[config.mk]
export PLATFORM = sky130hd
export DESIGN_NAME = aes_128_sub_bytes_ctrl_flat
export DESIGN_NICKNAME = d
export VERILOG_FILES = /design/src/rtl/aes_128_pkg.sv /design/src/rtl/aes_128_sub_bytes_ctrl_if.sv /design/src/rtl/aes_128_sbox_capture.sv /design/src/rtl/aes_128_sub_bytes_ctrl.sv /design/src/flat_wrapper.sv
export SDC_FILE = /design/constraint.sdc
export NUM_CORES = 1
export LEC_CHECK = 0
export CAP_MARGIN = 30
export CORE_UTILIZATION = 55
export CTS_BUF_LIST = sky130_fd_sc_hd__clkbuf_4 sky130_fd_sc_hd__clkbuf_8
export DETAILED_ROUTE_END_ITERATION = 10
export HOLD_SLACK_MARGIN = 0.08
export PLACE_DENSITY = 0.9
export SLEW_MARGIN = 10
export SYNTH_ARGS = -nofsm -noshare
export SYNTH_HDL_FRONTEND = slang
export SYNTH_SLANG_ARGS = --single-unit
[constraint.sdc]
create_clock -name clk -period 4.2 [get_ports clk]
set_input_delay 0.84 -clock clk [delete_from_list [all_inputs] [get_ports clk]]
set_output_delay 0.84 -clock clk [all_outputs]
set_load 0.005 [all_outputs]
[src/rtl/aes_128_pkg.sv]
// Shared AES-128 definitions: FSM state encoding, byte geometry and byte/ShiftRows helpers.
package aes_128_pkg;

    typedef logic [1:0] state_t;

    localparam state_t IDLE  = 2'd0;
    localparam state_t ISSUE = 2'd1;
    localparam state_t DRAIN = 2'd2;
    localparam state_t DONE  = 2'd3;

    localparam int NUM_BYTES         = 16;
    localparam int LOOKUPS_PER_CYCLE = 2;
    localparam int ISSUE_CYCLES      = NUM_BYTES / LOOKUPS_PER_CYCLE;

    // Byte i sits at bits [127-8i -: 8]; {~i, 3'b000} is that slice's low bit.
    function automatic logic [7:0] get_byte(input logic [127:0] s, input logic [3:0] i);
        return s[{~i, 3'b000} +: 8];
    endfunction

    // Column-major ShiftRows: output byte 4c+r takes input byte 4((c+r) mod 4)+r.
    function automatic int unsigned shift_rows_idx(input int unsigned i);
        int unsigned c;
        int unsigned r;
        c = i / 4;
        r = i % 4;
        return 4 * ((c + r) % 4) + r;
    endfunction

endpackage

[src/rtl/aes_128_sub_bytes_ctrl_if.sv]
// Request/response bundle between the round datapath (master) and the SubBytes controller (slave).
interface aes_128_sub_bytes_ctrl_if;
    logic         start;
    logic         abort;
    logic [127:0] data_in;
    logic         busy;
    logic         done;
    logic [127:0] data_out;

    modport master (output start, abort, data_in, input busy, done, data_out);
    modport slave  (input start, abort, data_in, output busy, done, data_out);
endinterface

[src/rtl/aes_128_sbox_capture.sv]
// Tracks in-flight S-box lookups and collects the returned bytes into a 16-entry result file.
module aes_128_sbox_capture
    import aes_128_pkg::*;
#(
    parameter int SBOX_LAT = 1
) (
    input  logic       clk,
    input  logic       kill_n,
    input  logic       flush,
    input  logic       issue,
    input  logic [2:0] issue_idx,
    input  logic [7:0] sbox_doa,
    input  logic [7:0] sbox_dob,
    output logic       capture_last,
    output logic [7:0] result_next [NUM_BYTES]
);
    logic [SBOX_LAT-1:0] pipe_valid;
    logic [2:0]          pipe_idx [SBOX_LAT];
    logic [7:0]          result [NUM_BYTES];
    logic                capture;
    logic [2:0]          cap_idx;

    assign capture      = pipe_valid[SBOX_LAT-1];
    assign cap_idx      = pipe_idx[SBOX_LAT-1];
    assign capture_last = capture && (cap_idx == 3'(ISSUE_CYCLES - 1));

    // The tail of this pipe lines up with the cycle the S-box presents data for that issue.
    always_ff @(posedge clk or negedge kill_n) begin
        if (!kill_n) begin
            pipe_valid <= '0;
            for (int i = 0; i < SBOX_LAT; i++) begin
                pipe_idx[i] <= '0;
            end
        end else if (flush) begin
            pipe_valid <= '0;
        end else begin
            pipe_valid[0] <= issue;
            pipe_idx[0]   <= issue_idx;
            for (int i = 1; i < SBOX_LAT; i++) begin
                pipe_valid[i] <= pipe_valid[i-1];
                pipe_idx[i]   <= pipe_idx[i-1];
            end
        end
    end

    always_ff @(posedge clk or negedge kill_n) begin
        if (!kill_n) begin
            for (int i = 0; i < NUM_BYTES; i++) begin
                result[i] <= '0;
            end
        end else if (capture) begin
            result[{cap_idx, 1'b0}] <= sbox_doa;
            result[{cap_idx, 1'b1}] <= sbox_dob;
        end
    end

    // Forward the capture in flight so the final pair reaches the output register without a bubble.
    always_comb begin
        for (int i = 0; i < NUM_BYTES; i++) begin
            result_next[i] = result[i];
        end
        if (capture) begin
            result_next[{cap_idx, 1'b0}] = sbox_doa;
            result_next[{cap_idx, 1'b1}] = sbox_dob;
        end
    end

endmodule

[src/rtl/aes_128_sub_bytes_ctrl.sv]
// SubBytes controller: streams one 128-bit state through a dual-port S-box, two bytes per cycle.
// Define AES_SUB_BYTES_SHIFTROWS_EN to apply ShiftRows at the output register.
module aes_128_sub_bytes_ctrl
    import aes_128_pkg::*;
#(
    parameter int SBOX_LAT = 1
) (
    input  logic                    clk,
    input  logic                    kill_n,
    aes_128_sub_bytes_ctrl_if.slave bus,
    output logic [7:0]              sbox_addra,
    output logic [7:0]              sbox_addrb,
    output logic                    sbox_kill,
    input  logic [7:0]              sbox_doa,
    input  logic [7:0]              sbox_dob
);
    state_t       state;
    logic [2:0]   issue_k;
    logic [2:0]   next_k;
    logic [127:0] latched;
    logic [127:0] data_out_q;
    logic [127:0] result_word;
    logic [7:0]   sub_bytes [NUM_BYTES];
    logic         capture_last;
    logic         issuing;

    assign issuing = (state == ISSUE);
    assign next_k  = issue_k + 3'd1;

    aes_128_sbox_capture #(.SBOX_LAT(SBOX_LAT)) u_capture (
        .clk          (clk),
        .kill_n       (kill_n),
        .flush        (bus.abort),
        .issue        (issuing),
        .issue_idx    (issue_k),
        .sbox_doa     (sbox_doa),
        .sbox_dob     (sbox_dob),
        .capture_last (capture_last),
        .result_next  (sub_bytes)
    );

    for (genvar i = 0; i < NUM_BYTES; i++) begin : g_out
`ifdef AES_SUB_BYTES_SHIFTROWS_EN
        localparam int SRC = shift_rows_idx(i);
        assign result_word[127-8*i -: 8] = sub_bytes[SRC];
`else
        assign result_word[127-8*i -: 8] = sub_bytes[i];
`endif
    end

    // Addresses are registered so they hold outside ISSUE; abort overrides every state.
    always_ff @(posedge clk or negedge kill_n) begin
        if (!kill_n) begin
            state      <= IDLE;
            issue_k    <= '0;
            latched    <= '0;
            sbox_addra <= '0;
            sbox_addrb <= '0;
            sbox_kill  <= 1'b1;
            data_out_q <= '0;
        end else begin
            sbox_kill <= bus.abort;
            if (bus.abort) begin
                state <= IDLE;
            end else begin
                case (state)
                    IDLE: begin
                        if (bus.start) begin
                            state      <= ISSUE;
                            issue_k    <= '0;
                            latched    <= bus.data_in;
                            sbox_addra <= get_byte(bus.data_in, 4'd0);
                            sbox_addrb <= get_byte(bus.data_in, 4'd1);
                        end
                    end
                    ISSUE: begin
                        if (issue_k == 3'(ISSUE_CYCLES - 1)) begin
                            state <= DRAIN;
                        end else begin
                            issue_k    <= next_k;
                            sbox_addra <= get_byte(latched, {next_k, 1'b0});
                            sbox_addrb <= get_byte(latched, {next_k, 1'b1});
                        end
                    end
                    DRAIN: begin
                        if (capture_last) begin
                            state      <= DONE;
                            data_out_q <= result_word;
                        end
                    end
                    DONE:    state <= IDLE;
                    default: state <= IDLE;
                endcase
            end
        end
    end

    assign bus.busy     = (state == ISSUE) || (state == DRAIN);
    assign bus.done     = (state == DONE);
    assign bus.data_out = data_out_q;

endmodule

[src/flat_wrapper.sv]
// flat-port wrapper written by rule: the top's interface ports become plain ports
module aes_128_sub_bytes_ctrl_flat import aes_128_pkg::*;
#(
    parameter int SBOX_LAT = 1
)
  (clk, kill_n, sbox_addra, sbox_addrb, sbox_kill, sbox_doa, sbox_dob, bus_start, bus_abort, bus_data_in, bus_busy, bus_done, bus_data_out);
  aes_128_sub_bytes_ctrl_if bus_i ();
  input  logic clk;
  input  logic kill_n;
  output logic [7:0] sbox_addra;
  output logic [7:0] sbox_addrb;
  output logic sbox_kill;
  input  logic [7:0] sbox_doa;
  input  logic [7:0] sbox_dob;
  input wire logic [$bits(bus_i.start)-1:0] bus_start;
  input wire logic [$bits(bus_i.abort)-1:0] bus_abort;
  input wire logic [$bits(bus_i.data_in)-1:0] bus_data_in;
  output wire logic [$bits(bus_i.busy)-1:0] bus_busy;
  output wire logic [$bits(bus_i.done)-1:0] bus_done;
  output wire logic [$bits(bus_i.data_out)-1:0] bus_data_out;
  assign bus_i.start = bus_start;
  assign bus_i.abort = bus_abort;
  assign bus_i.data_in = bus_data_in;
  assign bus_busy = bus_i.busy;
  assign bus_done = bus_i.done;
  assign bus_data_out = bus_i.data_out;
  aes_128_sub_bytes_ctrl #(.SBOX_LAT(SBOX_LAT)) u_core (.clk(clk), .kill_n(kill_n), .bus(bus_i), .sbox_addra(sbox_addra), .sbox_addrb(sbox_addrb), .sbox_kill(sbox_kill), .sbox_doa(sbox_doa), .sbox_dob(sbox_dob));
endmodule
* Yosys cells after proc, flatten, opt, wreduce, memory -nomap -nowiden
Cells that the tools add are included.
** Word-level totals
- Register bits :: 410
- Input port bits :: 148
- Output and inout port bits :: 147
- Logic and storage cells :: 79
** Operators by class
- Add/sub/neg operators :: 1
- $lt $le $gt $ge :: 4
- Eq/ne operators :: 10
- Shift-type cells :: 2
- Multiplexer cells :: 22
- Bitwise operators :: 5
- Reductions and logical operators :: 10
** Operators by type and width (count)
- bitwise mux 128 bit :: 2
- variable part select 128 x 8 -> 8 bit :: 2
- two-way mux 128 bit :: 1
- demux 8 bit (select 4 bit) :: 2
- two-way mux 8 bit :: 6
- one-hot mux 8 bit (2 select lines) :: 2
- >= comparator 5 bit, second input constant :: 2
- less-than comparator 5 x 1 -> 1 bit, second input constant :: 2
- inverter 4 -> 5 bit :: 2
- AND reduction 3 bit :: 3
- two-way mux 2 bit :: 4
- inverter 4 bit :: 2
- one-hot mux 2 bit (4 select lines) :: 1
- equality test 3 bit, second input constant :: 2
- two-way mux 3 bit :: 2
- inequality test 3 x 2 -> 1 bit, second input constant :: 2
- one-hot mux 3 bit (2 select lines) :: 1
- equality test 2 bit, second input constant :: 2
- inequality test 2 bit, second input constant :: 2
- AND reduction 4 bit :: 1
- adder 3 x 1 -> 3 bit, second input constant :: 1
- logical AND 1 bit :: 3
- inequality test 3 bit, second input constant :: 1
- equality test 2 x 1 -> 1 bit, second input constant :: 1
- 5 further kinds :: 5

* Logic depth before layout (Yosys ltp)
Gate-level depths: netlist of the first run.
- Depth after elaboration :: 8
- Depth in mapped cells :: 8
- Gate-level depth less buffers :: 6

* Cells and area by module
From an unflattened synthesis of the first run, not the netlist that was laid out.
** Second synthesis, totals
- Cells, all modules :: 1031
- Area total of the unflattened synthesis :: 16673.5 sq um
** Modules (own cells, without submodules)
- aes_128_sub_bytes_ctrl :: instances 1, cells an instance 743, area an instance 11612.4 sq um, seq. area each 6957.9 sq um
- aes_128_sbox_capture :: instances 1, cells an instance 288, area an instance 5061.1 sq um, seq. area each 3303.2 sq um

* Least setup slack after synthesis of the first run
OpenSTA, ideal clock, no wires.
- Path type :: input to register
- Start :: in bus_abort
- End :: reg u_core.data_out_q[77] (netlist: u_core.bus.data_out[77])
- Library setup time :: 125 ps
- Arrival time :: 1904 ps
- Data required time :: 4075 ps
- Setup slack :: 2171 ps
- Cell stages on the path :: 5
- Buffers on the path :: 3
- Cell sequence :: buf_2 > nor3b_4 > buf_12 > buf_12 > mux2_2
** On the way
- Word-level cells in the longest chain between the ends :: 2
** Ends and longest elaborated chain
- from (decl) :: line flat_wrapper.sv:16 : input wire logic [$bits(bus_i.abort)-1:0] bus_abort;
- inverter 1 bit (no line)
- AND reduction 3 bit (no line)
- to (signal assigned) :: line aes_128_sub_bytes_ctrl.sv:88 : data_out_q <= result_word;
- to (decl) :: line aes_128_sub_bytes_ctrl.sv:21 : logic [127:0] data_out_q;
No other way between the ends.
A chain may end at the register's enable or synchronous reset.

* Worst setup path in the final report of the first run
- Start :: reg u_core.u_capture.pipe_idx (netlist bit u_core.u_capture.cap_idx[2])
- End :: reg u_core.data_out_q[82] (netlist: u_core.bus.data_out[82])
** On the way
- Word-level cells in the longest chain between the ends :: 8
- Elaborated cells between the ends (all ways) :: 18
- Classes of those cells :: order compare: 4; eq/ne: 1; mux: 7; bitwise: 2; reduce/logical: 4
** Ends and longest elaborated chain
- from (decl) :: line aes_128_sbox_capture.sv:18 : logic [2:0] pipe_idx [SBOX_LAT];
- from (signal, indexed assignment) :: line aes_128_sbox_capture.sv:41 : pipe_idx[i] <= pipe_idx[i-1];
- inverter 4 -> 5 bit (not written as such) :: line aes_128_sbox_capture.sv:63 : result_next[{cap_idx, 1'b0}] = sbox_doa;
- >= comparator 5 bit (not written as such) / less-than comparator 5 x 1 -> 1 bit (equally long branches) :: line aes_128_sbox_capture.sv:63
- logical AND 1 bit (not written as such) :: line aes_128_sbox_capture.sv:63
- two-way mux 8 bit (not written as such) :: line aes_128_sbox_capture.sv:63
- demux 8 bit (select 4 bit) :: line aes_128_sbox_capture.sv:63
- bitwise mux 128 bit :: line aes_128_sbox_capture.sv:63
- bitwise mux 128 bit :: line aes_128_sbox_capture.sv:64 : result_next[{cap_idx, 1'b1}] = sbox_dob;
- two-way mux 128 bit
Parallel ways exist; a longest one is shown, timed or not.

==> results.md, run 1 <==
- Outcome: finished, violations left
- Violated checks: design-rule violations
- Layout area overhead: 26.7%
- Peak supply drop: 0.394 mV
- Slowest-stage cell, CP: nor3b_4
- Ys Warns: 0
- Arrival @ worst endpoint: 3210 ps
- Total number of vias: 10,384
- Final instance area: about 22,000 sq um
- DP Cell Count: about 1,700
- Max Slew Vio Count: 0
- Post-CTS Setup Bufs: 0
- Synth area leader: dfrtp_1
- Delay of the slowest critical-path stage: roughly 840 ps
- DRT iter0 DRCs: between 500 and 600
- Cell variety after synth: 37
- Worst Path Buf+Inv: 2
- Mapped Cells: 1,089
- Global-route usage over all layers: 26.2%
- Drt total wl: ~42,000 um
- Tmin final: 2760 ps
- DRC viols: 48
- Post-CTS sizing: 0
- Layout Cells excl Fill: 1,854
- Clock Skew: slightly above 40 ps
- # setup viols final: 0
- Initial Utilization: 56.2%
- Unrepaired setup endpoints after global routing: no
- Top cell by count, worst path: buf_4
- Period utilization: 65.8%
- Fmax: ~360 MHz
- DR vias/cell: 5.60
- H-tree depth: 3
- Maximum fanout along the worst path: 18
- Die area: about 32,000 sq um
- Largest net degree at the start of global routing: 129
- Crit path kind: flip-flop to flip-flop
- Area of the multi-input gates: 6500 sq um
- Post-route ant nets: 0
- CTS Buf Count: 67
- Top cells by area, synth: dfrtp_1, mux2_2, mux2_4
- Syn Nets: 1,243
- Layout net count: 1,565
- Root buffer cell: clkbuf_8
- CTS Sinks: about 400
- CTS tree: yes
- Post-cts hold buffer count: 0
- Setup crit start kind: flip-flop
- First-pass GRT wire length: 65,500 um
- Std-Cell Rows: 64
- Count of state elements after synthesis: 410
- Placer Congestion: 0.897
- Syn_area_per_cell: 15.9 sq um
- IO buf count: 294
- CP Capture Type: flip-flop
- P_leak: 0.00975 uW
- Die Y: between 150 and 200 um
- Clock Tree Buf Depth: 3
- Sequential share of the synthesized area: 59.2%
- Required @ worst endpoint: 4640 ps
- Drt first pass iters: 9
- # fillers: 1,888
- IO Pins: a little under 300
- Yosys top cell area share: 59.0%
- DP HPWL: 27,700 um
- Layout cells sized above 1: 39.2%
- Clock-pin slew on the worst setup and hold paths: 60 ps
- Final Hold Viols: 0
- Gr ovfl total: 0
- Number of global-route vias before repair: 11,442
- CP top delay family: simple AND/OR/NAND/NOR gates
- WL/cell: 22.4 um
- Cells along the critical path: nand4_4 > buf_4 > nor3b_4 > buf_4 > mux2_2
- PwrDens: 553 nW/um^2
- Chip Width: around 180 um
- Measured slew at the worst slew-check pin: 965 ps
- Clock insertion delay at the later pin of the skew report: 600 ps
- Mapped cell area: roughly 17,000 sq um
- Total of max-cap violations: 0
- Placed Instance Area: 20,500 sq um
- Reg2Reg Setup Slack: approximately 1400 ps
- Min-delay worst type: primary input to async pin
- Worst slew margin: 35.6%
- Setup TNS: 0 ps
- Initial antenna violation count: 2
- Sequential cell area: 10,300 sq um
- Core area: 30,800 sq um
[final cells by class]
cell class / instances / share of cell area [%]
diodes: 1 / 0.0114
clock buffers: 105 / 5.95
clock inverters: 10 / 0.399
inverters: 6 / 0.103
multi-input cells: 606 / 29.6
flip-flops and latches: 410 / 46.7
well taps: 396 / 2.26
repair buffers: 320 / 15.0
[cells in the mapped netlist (all sizes together)]
master / instances
a2111oi: 1
a211oi: 17
a21oi: 15
a221oi: 1
and4bb: 2
buf: 51
clkbuf: 16
dfrtp: 409
dfstp: 1
ha: 6
inv: 6
mux2: 432
mux2i: 1
nand2: 6
nand2b: 3
nand3: 3
nand4: 1
nand4b: 3
nor2: 20
nor2b: 18
nor3: 18
nor3b: 1
nor4b: 1
o21ai: 22
o22a: 15
o22ai: 16
o32a: 2
or2: 2
[state kept, by name, indices dropped and copies added, names as in the netlist]
name and flops:
u_core.issue_k 3, u_core.sbox_kill 1, u_core.sbox_addra 8, u_core.u_capture.cap_idx 3
u_core.u_capture.capture 1, u_core.bus.data_out 128, u_core.state 2, u_core.sbox_addrb 8
u_core.u_capture.result 128, u_core.latched 128
[worst paths after layout]
| path | start | end | depth (start not counted) |
|---|---|---|---|
| worst max-delay path | u_core.u_capture.cap_idx[2] | u_core.bus.data_out[82] | 5 |
| worst min-delay path | kill_n | u_core.u_capture.result[34] | 1 |
| worst max register to register | u_core.u_capture.cap_idx[2] | u_core.bus.data_out[82] | 5 |
| worst min register to register | u_core.u_capture.result[103] | u_core.u_capture.result[103] | 1 |
| max in group asynchronous | kill_n | u_core.latched[81] | 2 |
| min in group clk | u_core.u_capture.result[103] | u_core.u_capture.result[103] | 1 |
[routing by layer]
metal | vias to the layer above | wire [um] | global-route usage (%)
met2 | 384 | 20900 | 44.3
met1 | 5334 | 15900 | 31.1
met5 | - | 10 | 0
li1 | 4562 | - | -
met4 | 2 | 1480 | 10.8
met3 | 102 | 3250 | 8.02
[report_power, final]
group          total [uW]  internal [uW]  switching, uW
Combinational        3000           1700           1300
Sequential           5560           5020            540
Clock                3580           1990           1590
[placed cells by master (no fill, tap or decap), drive strengths merged, types with 3 or more instances in the layout]
cell type | netlist | routed
a211oi | 17 | 17
a21oi | 15 | 15
buf | 51 | 27
clkbuf | 16 | 105
clkdlybuf4s50 | 0 | 293
clkinv | 0 | 6
dfrtp | 409 | 409
ha | 6 | 6
inv | 6 | 8
mux2 | 432 | 432
nand2 | 6 | 6
nand2b | 3 | 3
nand3 | 3 | 3
nand4b | 3 | 3
nor2 | 20 | 20
nor2b | 18 | 18
nor3 | 18 | 18
o21ai | 22 | 22
o22a | 15 | 15
o22ai | 16 | 16
[per-stage QoR]
stage | setup WS (ps) | util, % | total power [uW] | hold WS, ps
CTS | 1390 | 71.1 | 12200 | 325
floorplan | 2170 | - | 7500 | 449
detailed placement | 1160 | 66.6 | 8570 | 475
finish | 1440 | 71.2 | 12100 | 300
global route | 1300 | 71.2 | 12700 | 345
global placement | 1190 | 66.5 | 8360 | 462
[cell families after synthesis]
family / after synthesis / share of synthesized area (%)
mux: 433 / 30.5
fa+ha+maj: 6 / 0.433
flops: 410 / 59.2
compound gates: 89 / 3.43
simple gates: 78 / 3.02
buf+inv: 73 / 3.43
No activity file was read; power rests on OpenSTA's default activity.
==> run 2: changes to the inputs <==
==> constraint.sdc (replaced) <==
create_clock -name clk -period 2.9 [get_ports clk]
set_input_delay 0.58 -clock clk [delete_from_list [all_inputs] [get_ports clk]]
set_output_delay 0.58 -clock clk [all_outputs]
set_load 0.005 [all_outputs]
==> results.md, run 2 (synthesized netlist as in run 1, its figures left out) <==
- DRC viols: 24
- Required @ worst endpoint: 2320 ps
- Layout cells sized above 1: about two fifths
- Highest Signal Layer: met5
- CP Capture Type: output port
- Delay of the slowest critical-path stage: roughly 510 ps
- Area of the multi-input gates: 6500 sq um
- CP startpoint: u_core.state[0]
- Setup TNS: 0 ps
- Max Slew Vio Count: 0
- Core area: slightly above 30,000 sq um
- Clock-pin slew on the worst setup and hold paths: roughly 70 ps
- Worst r2r src: u_core.issue_k[0]
- DP Cell Count: 1,746
- IO Pins: 295
- Placer Congestion: 0.884
- CP top delay family: buffers and inverters
- Post-CTS Setup Bufs: 0
- Total number of vias: 10,466
- Post-cts hold buffer count: 1
- DR WL met3: 3500 um
- Min Hold Slack: 481 ps
- Comb pwr share: 25.0%
- DR vias/cell: 5.63
- P_leak: 0.00977 uW
- Std-Cell Rows: 64
- Min-delay worst type: flip-flop to flip-flop
- Layout net count: 1,574
- Largest net degree at the start of global routing: 84
- Clock insertion delay at the later pin of the skew report: 580 ps
- IO buf count: between 200 and 300
- First-pass GRT wire length: 67,100 um
- Placed Instance Area: about 21,000 sq um
- Violated checks: design-rule violations
- Internal power: around 13,000 uW
- H-tree depth: 3
- # fillers: 1,937
- PwrDens: 801 nW/um^2
- Global-route usage over all layers: around 27%
- Final instance area: 22,000 sq um
- Post-CTS sizing: 0
- Die area: 32,200 sq um
- Clock Tree Buf Depth: 3
- Post-route ant nets: 0
- Seq pwr share: 45.7%
- Number of global-route vias before repair: 11,678
- DP HPWL: 28,100 um
- Hold_sp: u_core.u_capture.result[110]
- Peak supply drop: 0.532 mV
- Clock Skew: 32.5 ps
- Worst Path Buf+Inv: 2
- Chip Width: ~180 um
- Fmax: 407 MHz
- Total of max-cap violations: 0
- CTS Sinks: 410
- Sw Ratio: between 20% and 30%
- CTS Buf Count: 67
- Cells along the critical path: inv_1 > ha_1 > clkdlybuf4s50_1
- Tmin final: between 2000 and 2500 ps
- Gr ovfl total: 0
- DRT iter0 DRCs: roughly 510
- Measured slew at the worst slew-check pin: ~660 ps
- Arrival @ worst endpoint: 1880 ps
- Initial Utilization: 56.2%
- Worst slew margin: 55.9%
- Root buffer cell: clkbuf_8
- Crit path kind: flip-flop to output port
- Outcome: finished, violations left
- Drt first pass iters: 11
- # setup viols final: 0
- Period utilization: approximately 85%
- Routed length on met2: about 21,000 um
- Setup crit start kind: flip-flop
- ANT cells: 0
- Layout Cells excl Fill: 1,858
- Drt total wl: 42,000 um
- Maximum fanout along the worst path: 4
- Slowest-stage cell, CP: clkdlybuf4s50_1
- Sequential cell area: about 10,000 sq um
- WL/cell: 22.6 um
- CTS tree: yes
- Most common cell after layout, fill and taps aside: dfrtp_1
- Unrepaired setup endpoints after global routing: no
- Die Y: around 180 um
- Final Util: 71.3%
- Clk pwr share: 29.3%
- Initial antenna violation count: 3
- Final Hold Viols: 0
- Layout area overhead: 26.8%
- Net Switching: just under 5000 uW
- Met1 WL: 16,200 um
- Most frequent cells in the layout: dfrtp_1, mux2_2, clkdlybuf4s50_1
run 2: metrics by stage:
step,total power (uW),setup slack (ps)
after global placement,12200,349
after detailed placement,12500,338
after CTS,17700,387
after floorplan,10900,992
after global routing,18500,330
final,17600,445
run 2: final cells by class:
| cell class | instances | area share [%] |
|---|---|---|
| repair buffers | 329 | 15.1 |
| clock buffers | 98 | 5.71 |
| flip-flops and latches | 410 | 46.7 |
| inverters | 6 | 0.102 |
| clock inverters | 13 | 0.575 |
| well taps | 396 | 2.25 |
| multi-input cells | 606 | 29.6 |
run 2: final timing paths:
kind | end | slack [ps] | cells past startpoint
min in group asynchronous | u_core.bus.data_out[48] | 590 | 2
worst max-delay path | bus_busy | 440 | 3
worst max register to register | u_core.sbox_addra[3] | 460 | 7
worst min-delay path | u_core.u_capture.result[110] | 480 | 1
worst min register to register | u_core.u_capture.result[110] | 480 | 1
max in group asynchronous | u_core.latched[104] | 1380 | 3
run 2: layer usage:
| metal | GRT usage (%) | vias up |
|---|---|---|
| met5 | 0 | - |
| met1 | 32.6 | 5368 |
| met3 | 8.61 | 88 |
| li1 | - | 4578 |
| met4 | 9.86 | 4 |
| met2 | 45.1 | 428 |
run 2: worst register-to-register path: stages, from the launching register on:
cell      delay (ps)
dfrtp_2          420
ha_1             200
ha_1             350
nand2b_1         470
buf_4            240
o22ai_1          130
nor3_1           400
o22a_1           190
run 2: power groups by stage:
| stage | sequential [uW] | clock, uW | combinational [uW] |
|---|---|---|---|
| floorplan | 7780 | 0 | 3090 |
| global placement | 7990 | 0 | 4180 |
| detailed placement | 8100 | 0 | 4370 |
| CTS | 8040 | 5270 | 4430 |
| global route | 8210 | 5540 | 4730 |
| finish | 8050 | 5150 | 4400 |
